===== config.mk =====
export PLATFORM = sky130hd
export DESIGN_NAME = regfile_write_arbiter
export DESIGN_NICKNAME = d
export VERILOG_FILES = /design/src/rtl/cpu_pkg.sv /design/src/rtl/rr_arbiter.sv /design/src/rtl/regfile_write_arbiter.sv
export SDC_FILE = /design/constraint.sdc
export NUM_CORES = 1
export LEC_CHECK = 0
export CAP_MARGIN = 0
export CORE_MARGIN = 4
export CORE_UTILIZATION = 28
export CTS_CLUSTER_SIZE = 25
export DETAILED_ROUTE_END_ITERATION = 7
export PLACE_DENSITY_LB_ADDON = 0.1
export SETUP_SLACK_MARGIN = 0.02
export SLEW_MARGIN = 15
export SYNTH_ARGS = -nofsm -noshare
export SYNTH_HDL_FRONTEND = slang
export SYNTH_SLANG_ARGS = --single-unit

===== constraint.sdc =====
create_clock -name clk -period 2.93 [get_ports clk]
set_input_delay 0.879 -clock clk [delete_from_list [all_inputs] [get_ports clk]]
set_output_delay 0.879 -clock clk [all_outputs]
set_load 0.05 [all_outputs]

===== src/rtl/cpu_pkg.sv =====
// Shared types and defaults for the register-file write arbiter.
// Also holds the small index helper used by the arbiter datapath.
package cpu_pkg;

    localparam int DATA_W_DEFAULT = 8;
    localparam int SEL_W_DEFAULT  = 3;

    typedef enum logic {
        ARB   = 1'b0,
        CLEAR = 1'b1
    } arb_state_t;

    // Width needed to hold a requester index; never zero so single-requester builds still elaborate.
    function automatic int index_width(input int n);
        return (n > 1) ? $clog2(n) : 1;
    endfunction

endpackage


===== src/rtl/rr_arbiter.sv =====
// Round-robin picker: one-hot grant to the first set request at or after ptr, scanning upward with wrap.
module rr_arbiter #(
    parameter int NUM_REQ = 3,
    parameter int PTR_W   = 2
) (
    input  logic [NUM_REQ-1:0] req,
    input  logic [PTR_W-1:0]   ptr,
    output logic [NUM_REQ-1:0] grant
);

    logic [2*NUM_REQ-1:0] req_doubled;
    logic [2*NUM_REQ-1:0] grant_doubled;
    logic [2*NUM_REQ-1:0] hit;

    assign req_doubled = {req, req};

    // A position qualifies once it is at or past the pointer; the upper copy covers the wrap.
    genvar gi;
    generate
        for (gi = 0; gi < 2 * NUM_REQ; gi++) begin : g_hit
            assign hit[gi] = req_doubled[gi] && (gi >= int'(ptr)) && (gi < int'(ptr) + NUM_REQ);
        end
    endgenerate

    // Keep only the lowest qualifying position.
    assign grant_doubled = hit & (~hit + 1'b1);

    generate
        for (gi = 0; gi < NUM_REQ; gi++) begin : g_fold
            assign grant[gi] = grant_doubled[gi] | grant_doubled[gi + NUM_REQ];
        end
    endgenerate

endmodule


===== src/rtl/regfile_write_arbiter.sv =====
// Arbitrates several write requesters onto one register-file write port, with a
// sequential clear mode that zeroes every register in select order.
module regfile_write_arbiter
    import cpu_pkg::*;
#(
    parameter int NUM_REQ = 3,
    parameter int DATA_W  = DATA_W_DEFAULT,
    parameter int SEL_W   = SEL_W_DEFAULT,
    localparam int ID_W   = index_width(NUM_REQ)
) (
    input  logic                       clk,
    input  logic                       rst,
    input  logic [NUM_REQ-1:0]         req_valid,
    output logic [NUM_REQ-1:0]         req_ready,
    input  logic [NUM_REQ*SEL_W-1:0]   req_select,
    input  logic [NUM_REQ*DATA_W-1:0]  req_data,
    input  logic                       clear_start,
    output logic                       clear_busy,
    output logic                       write_enable,
    output logic [SEL_W-1:0]           write_select,
    output logic [DATA_W-1:0]          data_in,
    output logic [ID_W-1:0]            grant_id
);

    localparam logic [SEL_W-1:0] LAST_SEL = '1;

    arb_state_t         state_reg;
    logic [ID_W-1:0]    ptr_reg;
    logic [SEL_W-1:0]   clear_cnt_reg;
    logic               we_reg;
    logic [SEL_W-1:0]   sel_reg;
    logic [DATA_W-1:0]  data_reg;
    logic [ID_W-1:0]    gid_reg;

    logic [SEL_W-1:0]   sel_arr  [NUM_REQ];
    logic [DATA_W-1:0]  data_arr [NUM_REQ];
    logic [NUM_REQ-1:0] grant;
    logic [ID_W-1:0]    grant_idx;
    logic [ID_W-1:0]    ptr_next;
    logic               transfer;

    genvar gi;
    generate
        for (gi = 0; gi < NUM_REQ; gi++) begin : g_unpack
            assign sel_arr[gi]  = req_select[gi*SEL_W +: SEL_W];
            assign data_arr[gi] = req_data[gi*DATA_W +: DATA_W];
        end
    endgenerate

    rr_arbiter #(
        .NUM_REQ (NUM_REQ),
        .PTR_W   (ID_W)
    ) u_rr (
        .req   (req_valid),
        .ptr   (ptr_reg),
        .grant (grant)
    );

    // A pending clear outranks every requester in the cycle it is raised.
    always_comb begin
        req_ready = '0;
        if (!rst && state_reg == ARB && !clear_start) begin
            req_ready = grant;
        end
    end

    assign transfer = |(req_ready & req_valid);

    always_comb begin
        grant_idx = '0;
        for (int i = 0; i < NUM_REQ; i++) begin
            if (req_ready[i]) begin
                grant_idx = ID_W'(i);
            end
        end
    end

    assign ptr_next = (grant_idx == ID_W'(NUM_REQ - 1)) ? '0 : grant_idx + 1'b1;

    always_ff @(posedge clk) begin
        if (rst) begin
            state_reg     <= ARB;
            ptr_reg       <= '0;
            clear_cnt_reg <= '0;
            we_reg        <= 1'b0;
            sel_reg       <= '0;
            data_reg      <= '0;
            gid_reg       <= '0;
        end else begin
            case (state_reg)
                ARB: begin
                    if (clear_start) begin
                        // The first clear write is issued on entry so CLEAR cycles and writes line up.
                        state_reg     <= CLEAR;
                        clear_cnt_reg <= '0;
                        we_reg        <= 1'b1;
                        sel_reg       <= '0;
                        data_reg      <= '0;
                    end else if (transfer) begin
                        we_reg   <= 1'b1;
                        sel_reg  <= sel_arr[grant_idx];
                        data_reg <= data_arr[grant_idx];
                        gid_reg  <= grant_idx;
                        ptr_reg  <= ptr_next;
                    end else begin
                        we_reg <= 1'b0;
                    end
                end
                CLEAR: begin
                    if (clear_cnt_reg == LAST_SEL) begin
                        state_reg     <= ARB;
                        clear_cnt_reg <= '0;
                        we_reg        <= 1'b0;
                    end else begin
                        clear_cnt_reg <= clear_cnt_reg + 1'b1;
                        we_reg        <= 1'b1;
                        sel_reg       <= clear_cnt_reg + 1'b1;
                        data_reg      <= '0;
                    end
                end
                default: begin
                    state_reg <= ARB;
                    we_reg    <= 1'b0;
                end
            endcase
        end
    end

    assign clear_busy   = (state_reg == CLEAR);
    assign write_enable = we_reg;
    assign write_select = sel_reg;
    assign data_in      = data_reg;
    assign grant_id     = gid_reg;

endmodule


==> metrics.md <==
| Metric | Value |
|---|---|
| Status | complete, no violations |
| CTS tree | yes |
| H-tree Lvls | 1 |
| Synth unique cells | 35 |
| Rel. slew slack | 0.659 |
| WP data arrival | around 2000 ps |
| Via count | 1,148 |
| Ports | 57 |
| Most frequent cells in the layout | 48 x clkdlybuf4s50_1, 19 x dfxtp_1, 16 x buf_4 |
| Clock period minus worst slack | roughly 2800 ps |
| ANT cells | 0 |
| Largest net degree at the start of global routing | 14 |
| RSZ-0062 raised after global routing | false |
| Ys Warns | 0 |
| Largest register FFs | 8 |
| Power Total | between 0.7 and 0.8 mW |
| RePlAce Congestion | 0.757 |
| Synth Register Bits | 19 |
| Final Max Tran Viols | 0 |
| Fin crit share | 0.969 |
| Number of synthesized flops with an enable pin | 0 |
| Synth Area per Inst | around 9.7 um2 |
| Area grow syn2layout | 74.3% |
| Mapped cell area | around 0.0011 mm2 |
| Share of cells above drive strength 1 | 0.213 |
| Initial antenna violation count | 0 |
| Critical Path Sink Type | primary output |
| Drt first pass iters | 4 |
| Critical R2R Capture | data_in[7] |
| Vias/cell | about 5.0 |
| Worst R2R Start | grant_id[0] |
| Kind of critical path | in -> out |
| Commonest non-fill, non-tap cell in the layout | clkdlybuf4s50_1 |
| Synth Area in Simple Gates | 0.181 |
| Routed WL per cell | around 15 um |
| Fraction of registers with async set/reset | 0 |
| Final number of hold-violating endpoints | 0 |
| Remaining global-route overflow | 0 |
| Root Driver | clkbuf_8 |
| Worst Setup Start Kind | input pin |
| Die area | 0.00501 mm2 |
| Util after Layout | 0.514 |
| FMAX | 352 MHz |
| Post-synthesis mux area share | 0 |
| Initial Utilization | 0.295 |
| CP Max Fanout | 3 |
| Final ANT Viol Nets | 0 |
| Class of the worst hold path | reg -> reg |
| Chip height | 70.8 um |
| Worst setup margin | about 90 ps |
| Longest Clk Path Bufs | 2 |
| Main combinational cell family by area after synthesis | compound AO/OA/AOI/OAI gates |
| Final hold slack | approximately 480 ps |
| Vias in the first global route | 1,177 |
| Main synth FF type | dfxtp_1 |
| Worst r2r path cells | 9 |
| Number of core rows | 22 |
| Worst clock skew | about 4.8 ps |
| XOR/XNOR Fraction of Synth Area | 0 |
| Clock Latency Late Sink | between 200 and 300 ps |
| First-pass GRT wire length | 5460 um |
| Synth Area in Adders | 0.0793 |
| IO Port Bufs | 56 |
| Final setup violation count | 0 |
| Clock Sink Count | 19 |
| Die X | ~71 um |
| Compound-Gate Fraction of Synth Area | 0.342 |
| Power density over the cells | 368 mW/mm2 |
| Critical Path Sink | req_ready[1] |
| Area of the multi-input gates | 719 um2 |
| Clock transition at path regs | approximately 70 ps |
| DR iter-0 viols | 38 |
| Core Area | about 0.0037 mm2 |
| Worst reg-to-reg setup slack | between 500 and 600 ps |
| # fillers | approximately 360 |
| LEAKAGE | 0.766 nW |
| CP startpoint | clear_start |
| Final WL | between 3000 and 4000 um |
| Worst-margin pin slew | approximately 500 ps |
| Pre-CTS setup slack | -203 ps |
| Final TNS setup | 0 ps |
| Critical path required time | 2050 ps |
| Final HPWL DP | ~2800 um |
| Total track usage | 0.138 |
| Max cap viols | 0 |
| Worst vdd ir | 0.000294 V |
| Syn nets | 160 |
| Post-Synthesis Cells | 114 |
| Sequential element share of the synthesized area | 0.344 |
| Total CTS buffers | 3 |
| FF+latch area | roughly 380 um2 |
| Postcts setup bufs | 0 |
| Fin nets | 230 |
| Min-delay src | clear_cnt_reg[2] |
| DRC viols | 0 |
[worst max-delay path, stage by stage]
cell and delay, ps:
dlygate4sd2_1 270, nor3_4 270, o21ai_4 120, nor3_4 250, buf_12 170
[synth_stat cells (all sizes together) (3+ instances only)]
master    n  share of area
inv       4          0.014
o21a      4          0.027
a221o     8          0.072
and2      3          0.019
nand2     5          0.017
nand2b    5          0.028
nor2b     7          0.040
a21oi     5          0.023
a311o     3          0.027
nor3      3          0.028
nor2      4          0.018
a22o     11          0.087
a2bb2oi   4          0.032
a211oi    3          0.020
buf       5          0.033
ha        7          0.079
dfxtp    19           0.34
[stage by stage]
step,cells,instance area (um2)
finish,231,1930
CTS,231,1930
global route,231,1930
floorplan,114,1100
global placement,227,1830
detailed placement,227,1830
[per-layer routing]
layer / vias to the layer above / part of all wire / global-route usage
li1: 578 / - / -
met1: 538 / 0.39 / 0.149
met2: 28 / 0.55 / 0.260
met3: 4 / 0.049 / 0.0412
met4: 0 / 0.0091 / 0.0376
met5: - / 0 / 0
[cell families (layout without fill, tap and decap cells)]
| logic type | Yosys count | in the layout |
|---|---|---|
| buf+inv | 11 | 80 |
| compound gates | 45 | 45 |
| simple gates | 32 | 32 |
| flops | 19 | 19 |
| fa+ha+maj | 7 | 7 |
[power by group]
| group | total (mW) | internal, mW | switching (mW) |
|---|---|---|---|
| sequential | 0.288 | 0.275 | 0.0133 |
| combinational | 0.239 | 0.122 | 0.117 |
| clock | 0.182 | 0.0946 | 0.0876 |
[how the worst min path moves through the flow]
stage / slack, ps / endpoint / depth (start not counted)
6_report: 480 / clear_cnt_reg[2] / 2
5_1_grt: 510 / clear_cnt_reg[2] / 2
3_5_place_dp: 470 / clear_cnt_reg[2] / 2
4_1_cts: 480 / clear_cnt_reg[2] / 2
2_1_floorplan: 440 / clear_cnt_reg[2] / 2
3_3_place_gp: 450 / clear_cnt_reg[2] / 2
[repair_timing]
action,4_1_cts,5_1_grt
endpoints found under the hold margin,0,0
hold buffers,0,0
gates resized for setup,17,0
setup endpoints to repair,3,0
[layout make-up]
class	count	area share
inverters	4	0.00780
clock inverters	1	0.00260
clock buffers	3	0.0214
repair buffers	72	0.366
well taps	48	0.0312
multi-input cells	84	0.374
flip-flops and latches	19	0.198
Power figures use the tool's default switching activity.
==> edit: new RTL, same settings <==
`NUM_REQ` is set to 3 in 2 places; all go to 5.
--- a/src/rtl/rr_arbiter.sv
+++ b/src/rtl/rr_arbiter.sv
@@ -1,6 +1,6 @@
 // Round-robin picker: one-hot grant to the first set request at or after ptr, scanning upward with wrap.
 module rr_arbiter #(
-    parameter int NUM_REQ = 3,
+    parameter int NUM_REQ = 5,
     parameter int PTR_W   = 2
 ) (
     input  logic [NUM_REQ-1:0] req,
--- a/src/rtl/regfile_write_arbiter.sv
+++ b/src/rtl/regfile_write_arbiter.sv
@@ -3,7 +3,7 @@
 module regfile_write_arbiter
     import cpu_pkg::*;
 #(
-    parameter int NUM_REQ = 3,
+    parameter int NUM_REQ = 5,
     parameter int DATA_W  = DATA_W_DEFAULT,
     parameter int SEL_W   = SEL_W_DEFAULT,
     localparam int ID_W   = index_width(NUM_REQ)
Ports: changed (5 resized); port bits go from 57 to 84. No check against the original RTL was run, so the function may have changed too.
==> edit against the original RTL <==
  * The run now ends with negative setup slack left
  * First-iteration DRC count rose by 140%
  * Cell area rose by 99%
  * Cell count rose by 110%
  * Worst setup slack got worse by 0.39 ns
  * Hold slack barely moved
  * Routed wire length rose by 140%
  * Area after synthesis rose by 82%
  * Clock power rose by 63%
  * Utilization rose by 4.3 points
  * Clock skew rose by 0.00080 ns
  * Sequential cell count rose by 3
  * Total power rose by 44%
  * Largest cell class unchanged
==> edit: results (changes against the original RTL) <==
status=finished with violations; failing checks=negative setup slack; fillers=639 (+79%); worst slew pin tran=0.523 ns (+0.0133 ns); Fin Clk Skew=0.00562 ns (+0.000800 ns); reg-to-reg slack, setup=0.15 ns (-0.41 ns); # setup viols final=5 (+5); CP arrival=2.35 ns (+0.39 ns); worst hold stages=1 (-1); first-pass GRT wire length=12.6 mm (+130%); Pleak=0.00152 uW (+98%); Seq/Total Area, Yosys=0.219 (-0.125); Worst Hold Launch=data_in[0]; Peak VDD IR=0.000257 V (-13%); synth cell count leaders=a21oi_1, nand3_1, dfxtp_1, nor2_1, o21ai_0; share of layout cells above drive strength 1=0.338 (+0.124); vias per cell=5.22 (+4.9%); gpl congestion=0.819 (+8.1%); Worst R2R Start=ptr_reg[0]; GRT Util Overall=0.181 (+0.0425); Crit Reg-Reg Endpoint=data_in[6]; DPL Wire Length=6.12 mm (+120%); Worst Setup Slack, final=-0.298 ns (-0.388 ns); Synthesized Nets=320 (+100%); DR WL/cell=16.7 microns (+14%); Port Buffers=83 (+48%); CTS clk-pin slew, worst paths=0.09 ns (+0.02 ns)
[edit: worst max-delay path, stage by stage]
cell and delay, ns:
clkdlybuf4s15_2 0.20, nor2b_2 0.16, o21ai_2 0.10, nand4b_4 0.14, or4_4 0.55, a21oi_4 0.17
buf_12 0.15
[edit: what timing repair did]
item	in CTS	in global routing
buffers inserted	6	6
setup endpoints to repair	20	15
pin swaps	12	14
gates resized for setup	46	15
[edit: worst max path at each step]
stage	start	to	slack, ns	depth (start not counted)
6_report	req_valid[2]	req_ready[3]	-0.30	7
5_1_grt	ptr_reg[1]	req_ready[3]	-0.35	8
4_1_cts	ptr_reg[0]	req_ready[3]	-0.33	8
3_5_place_dp	req_valid[0]	req_ready[3]	-0.60	7
3_3_place_gp	req_valid[0]	req_ready[3]	-0.58	7
2_1_floorplan	req_valid[0]	req_ready[3]	-0.23	5
[edit: cell families after synthesis]
group,Yosys count,synth area share
buffers and inverters,24,0.0592
adders and majority gates,6,0.0374
muxes,4,0.0212
DFF,22,0.219
and+or+nand+nor,100,0.300
AOI/OAI and AO/OA,95,0.363
[edit: routing by layer]
metal / GRT usage / up-vias / wire length, microns / share of wire
li1: - / 1256 / - / -
met4: 0.0232 / 0 / 68 / 0.0084
met1: 0.257 / 1216 / 3740 / 0.46
met3: 0.0398 / 4 / 541 / 0.066
met5: 0 / - / 0 / 0
met2: 0.287 / 64 / 3790 / 0.47
[edit: through the flow]
stage	power, uW	instance area [sq um]	instances	util	setup WS (ns)
floorplan	499	2080	251	-	-0.226
global placement	696	3470	472	0.505	-0.580
detailed placement	697	3470	472	0.505	-0.597
CTS	1020	3710	481	0.540	-0.334
global route	1070	3830	487	0.557	-0.345
finish	1020	3830	487	0.557	-0.298
[edit: area by class of cell]
class / instances / area share
multi-input combinational: 205 / 0.436
timing repair buffer: 155 / 0.390
sequential: 22 / 0.117
tap: 96 / 0.0314
clock buffer: 3 / 0.0108
clock inverter: 1 / 0.00785
inverter: 5 / 0.00621
[edit: power by group]
part / internal [uW] / switching, uW / leakage, uW
registers: 313 / 12.0 / 0.000181
logic: 215 / 186 / 0.00130
clock network: 183 / 114 / 0.0000357
